[src/rtl/alu_issue.sv]
// alu_issue: decodes an instruction into ALU operands and buffers results in a 2-entry FIFO
module alu_issue #(
  parameter int DATA_WIDTH = 32,
  parameter int DEPTH = 2
) (
  input  logic                  clk,
  input  logic                  rst,
  input  logic                  flush,
  input  logic                  in_valid,
  output logic                  in_ready,
  input  logic [5:0]            opcode,
  input  logic [5:0]            funct,
  input  logic [4:0]            shamt,
  input  logic [15:0]           imm,
  input  logic [DATA_WIDTH-1:0] rs_data,
  input  logic [DATA_WIDTH-1:0] rt_data,
  output logic                  out_valid,
  input  logic                  out_ready,
  output logic [DATA_WIDTH-1:0] alu_a,
  output logic [DATA_WIDTH-1:0] alu_b,
  output logic [2:0]            alu_op,
  output logic                  illegal,
  output logic [1:0]            count
);
  localparam int EW = 2 * DATA_WIDTH + 4;
  localparam logic [1:0] FULL = 2'(DEPTH);
  logic [DATA_WIDTH-1:0] dec_a, dec_b, sext, zext;
  logic [2:0] dec_op;
  logic dec_ill, push, pop;
  logic [EW-1:0] mem_q [2];
  logic [EW-1:0] mem_d [2];
  logic wr_ptr_q, wr_ptr_d, rd_ptr_q, rd_ptr_d;
  logic [1:0] count_q, count_d;
  assign sext = {{(DATA_WIDTH-16){imm[15]}}, imm};
  assign zext = {{(DATA_WIDTH-16){1'b0}}, imm};
  always_comb begin
    dec_a = rs_data;
    dec_b = rt_data;
    dec_op = 3'b010;
    dec_ill = 1'b0;
    case (opcode)
      6'b000000:
        case (funct)
          6'b100001: dec_op = 3'b010;
          6'b100011: dec_op = 3'b110;
          6'b100100: dec_op = 3'b000;
          6'b100101: dec_op = 3'b001;
          6'b101010: dec_op = 3'b111;
          6'b101011: dec_op = 3'b011;
          6'b000000: begin
            dec_op = 3'b101;
            dec_a = {{(DATA_WIDTH-5){1'b0}}, shamt};
          end
          default: begin
            dec_a = '0;
            dec_b = '0;
            dec_ill = 1'b1;
          end
        endcase
      6'b001001: dec_b = sext;
      6'b001010: begin dec_op = 3'b111; dec_b = sext; end
      6'b001011: begin dec_op = 3'b011; dec_b = sext; end
      6'b001100: begin dec_op = 3'b000; dec_b = zext; end
      6'b001101: begin dec_op = 3'b001; dec_b = zext; end
      6'b001111: begin dec_op = 3'b100; dec_a = '0; dec_b = zext; end
      6'b100011, 6'b101011: dec_b = sext;
      6'b000100, 6'b000101: dec_op = 3'b110;
      default: begin
        dec_a = '0;
        dec_b = '0;
        dec_ill = 1'b1;
      end
    endcase
  end
  assign in_ready = count_q != FULL;
  assign out_valid = count_q != 2'd0;
  assign count = count_q;
  assign push = in_valid & in_ready & ~flush;
  assign pop = out_valid & out_ready;
  assign {alu_a, alu_b, alu_op, illegal} = out_valid ? mem_q[rd_ptr_q] : '0;
  always_comb begin
    mem_d = mem_q;
    wr_ptr_d = wr_ptr_q;
    rd_ptr_d = rd_ptr_q;
    count_d = count_q + 2'(push) - 2'(pop);
    if (push) begin
      mem_d[wr_ptr_q] = {dec_a, dec_b, dec_op, dec_ill};
      wr_ptr_d = ~wr_ptr_q;
    end
    if (pop) rd_ptr_d = ~rd_ptr_q;
    if (flush) begin
      count_d = 2'd0;
      wr_ptr_d = 1'b0;
      rd_ptr_d = 1'b0;
    end
  end
  always_ff @(posedge clk) begin
    mem_q <= mem_d;
    if (rst) begin
      count_q <= 2'd0;
      wr_ptr_q <= 1'b0;
      rd_ptr_q <= 1'b0;
    end else begin
      count_q <= count_d;
      wr_ptr_q <= wr_ptr_d;
      rd_ptr_q <= rd_ptr_d;
    end
  end
endmodule
[config.mk]
export PLATFORM = sky130hd
export DESIGN_NAME = alu_issue
export DESIGN_NICKNAME = d
export VERILOG_FILES = /design/src/rtl/alu_issue.sv
export SDC_FILE = /design/constraint.sdc
export NUM_CORES = 1
export LEC_CHECK = 0
export ABC_AREA = 1
export BUFFER_PORTS_ARGS = -buffer_cell sky130_fd_sc_hd__buf_2
export CORE_MARGIN = 2
export CORE_UTILIZATION = 27
export CTS_BUF_LIST = sky130_fd_sc_hd__clkbuf_16
export CTS_CLUSTER_DIAMETER = 30
export DETAILED_ROUTE_END_ITERATION = 16
export GPL_TIMING_DRIVEN = 0
export PLACE_DENSITY_LB_ADDON = 0.15
export SYNTH_ARGS = -nofsm -noshare
export SYNTH_HDL_FRONTEND = slang
export SYNTH_SLANG_ARGS = --single-unit
[constraint.sdc]
create_clock -name clk -period 12.9 [get_ports clk]
set_input_delay 1.935 -clock clk [delete_from_list [all_inputs] [get_ports clk]]
set_output_delay 1.935 -clock clk [all_outputs]
set_load 0.005 [all_outputs]
==> out/metrics.csv <==
stage,metric,value,unit
run_status,status,"complete, no violations",
clock_network,htree_levels,4,
power,powerDensity,126,mW/mm2
route,drt-total-wl,20200,um
min_path,holdPathStages,3,
logic_synthesis,synth_area_per_cell,9.35,um2
min_path,hp-class,flop to flop,
logic_synthesis,ys_ff_latch,140,
clock_network,cts_root_buf,clkbuf_16,
setup_path,regToRegStartpoint,count[0],
sta,holdWs,0.597,ns
sta,hold_viol_final,0,
logic_synthesis,ys_seq_area_share,60.1,%
setup_path,r2r_slack,10.69,ns
sta,slew_violations,0,
setup_path,r2r-end,count[1],
logic_synthesis,ys_async_sr_fraction,0,%
sta,tightest_slew,0.865,ns
floorplan,die_y,164,um
global_routing,gr-total-overflow,0,
final_layout,drive_gt1_share,26.3,%
sta,layout_min_cycle_time,4.38,ns
place,placed_area,0.00831,mm2
logic_synthesis,synth_ff_type,edfxtp_1,
logic_synthesis,yosys_warnings,0,
final_layout,final_cells,1280,
final_layout,fill_cells,2545,
setup_path,cp.required,10.97,ns
logic_synthesis,syn-cell-area,0.00693,mm2
clock_network,cts_buffers,17,
place,dp_cells,1248,
sta,rsz0062_at_grt,no,
route,drt_pass1_iterations,5,
logic_synthesis,ys_types,29,
global_routing,grt_max_degree,29,
sta,slew_headroom,42.2,%
power,leakage,3.83,nW
final_layout,multi_input_area,0.00242,mm2
global_routing,grt_pass1_vias,5413,
route,via_per_inst,4.46,
final_layout,nets,1041,
global_routing,grt_pass1_wl,30400,um
clock_network,cts.sinks,140,
power,power,1.13,mW
setup_path,path_class,flop to output pin,
route,num_vias,5709,
sta,layout_setup_ws,8.52,ns
setup_path,cp-end-kind,output pin,
clock_network,insertion_delay,0.41,ns
sta,fin_crit_sh,34.0,%
clock_network,post_cts_resized,0,
route,avgRoutedWirePerCell,15.8,um
logic_synthesis,synth_area_leaders,"edfxtp_1 59%, nand2_1 15%, nand3_1 6.5%",
sta,setup-violations-final,0,
power,ir_drop,0.0672,mV
floorplan,dieArea,0.0269,mm2
logic_synthesis,synthCells,741,
route,drc,0,
floorplan,fp.dieW,164,um
clock_network,cts_buffer_depth,2,
floorplan,pin_count,174,
floorplan,start_util,27.5,%
sta,fin_skew,0.00783,ns
route,drtIter0Drc,231,
logic_synthesis,synth_area_leader_cell,edfxtp_1,
setup_path,start_kind,flop,
clock_network,cts_tree,built,
logic_synthesis,synth.top_cell.area_share,59.0,%
final_layout,register_area,0.00416,mm2
final_layout,stdcell_area,0.00894,mm2
place,post-dp-hpwl,14500,um
clock_network,cts_setup_buffers,0,
setup_path,worst-path-max-fanout,10,
logic_synthesis,synthTopCellsByCount,"279 x nand2_1, 136 x edfxtp_1, 90 x nand3_1",
min_path,min_from,count[1],
place,dp_slack,8.86,ns
final_layout,syn_to_final_growth,29.1,%
setup_path,arrival,2.45,ns
global_routing,track_usage,15.1,%
global_routing,antenna_found_initial,1,
logic_synthesis,synth_fp_nets,845,
clock_network,clk_pin_slew,0.06,ns
logic_synthesis,synthMostInstantiatedCell,nand2_1,
sta,fin_tns_setup,0,ns
route,ant_nets,0,
floorplan,core,0.0252,mm2
final_layout,post-route-util,35.5,%
sta,fmax,228,MHz
run,drv_cap,0,
floorplan,fp-row-count,58,
logic_synthesis,synth_edf_count,136,
min_path,hold_path_end,count[1],
place,io_buffers,173,
setup_path,worstRegToRegCells,10,
place,gp_congestion,0.741,
clock_network,hold_buffers,0,
==> cell usage in the layout, fill, tap and decap left out, drive strengths merged <==
cell and count:
dfxtp 4, edfxtp 136, clkinv 7, nand2 281, buf 203, or2 2
nor2 31, o21ai 6, nor3 1, nor3b 2, nand3 93, diode 1
bufinv 5, a21boi 14, nand3b 2, xnor2 1, ha 2, inv 29
clkbuf 34, a21oi 87, nand4 9
==> power by group <==
group          switching [mW]  leakage, nW  internal (mW)
clock                   0.180        0.318          0.340
sequential            0.00231         1.29          0.510
combinational          0.0594         2.22         0.0332
==> logic make-up (layout without fill, tap and decap cells) <==
group                    count (synthesis)  after routing  synth area share (%)
AND/OR/NAND/NOR                        421            421                  26.1
flip-flops                             140            140                  60.1
AO/OA/AOI/OAI                          107            107                  8.24
buffers and inverters                   70            278                  5.08
adder cells (fa/ha/maj)                  2              2                 0.361
XOR/XNOR                                 1              1                 0.126
other                                    0              1                     0
==> registers in the layout, summed over array words and instances, names as in the netlist <==
signal and flops:
count 2, mem_q 136, wr_ptr_q 1, rd_ptr_q 1
==> layout make-up <==
| type | count | area share (%) |
|---|---|---|
| diodes | 1 | 0.0280 |
| plain buffers | 43 | 2.80 |
| clock buffers | 17 | 4.76 |
| clock inverters | 14 | 2.30 |
| inverters | 27 | 1.13 |
| multi-input cells | 531 | 27.1 |
| flip-flops and latches | 140 | 46.6 |
| well taps | 330 | 4.62 |
| repair buffers | 177 | 10.7 |
==> critical path, stage by stage, from the launching register on <==
cell and delay [ns]:
dfxtp_1 0.33, nor2_1 0.59, clkbuf_1 0.51, buf_2 0.35, a21oi_1 0.11, buf_2 0.14
==> routing by layer <==
layer  part of all wire [%]  global-route usage [%]  wire length [um]
met2                     47                    24.2              9570
met5                      0                       0                 0
met3                    4.2                    2.78               854
met4                    1.0                    4.23               206
met1                     47                    20.9              9570
==> worst max path at each step <==
stage	start	to	depth (start not counted)
floorplan	flush	mem_q[0]	2
global placement	flush	mem_q[83]	3
detailed placement	count[0]	alu_a[21]	5
global route	count[0]	alu_a[19]	5
finish	count[0]	alu_a[21]	5
CTS	count[0]	alu_a[21]	5
(Power assumes the default switching activity.)
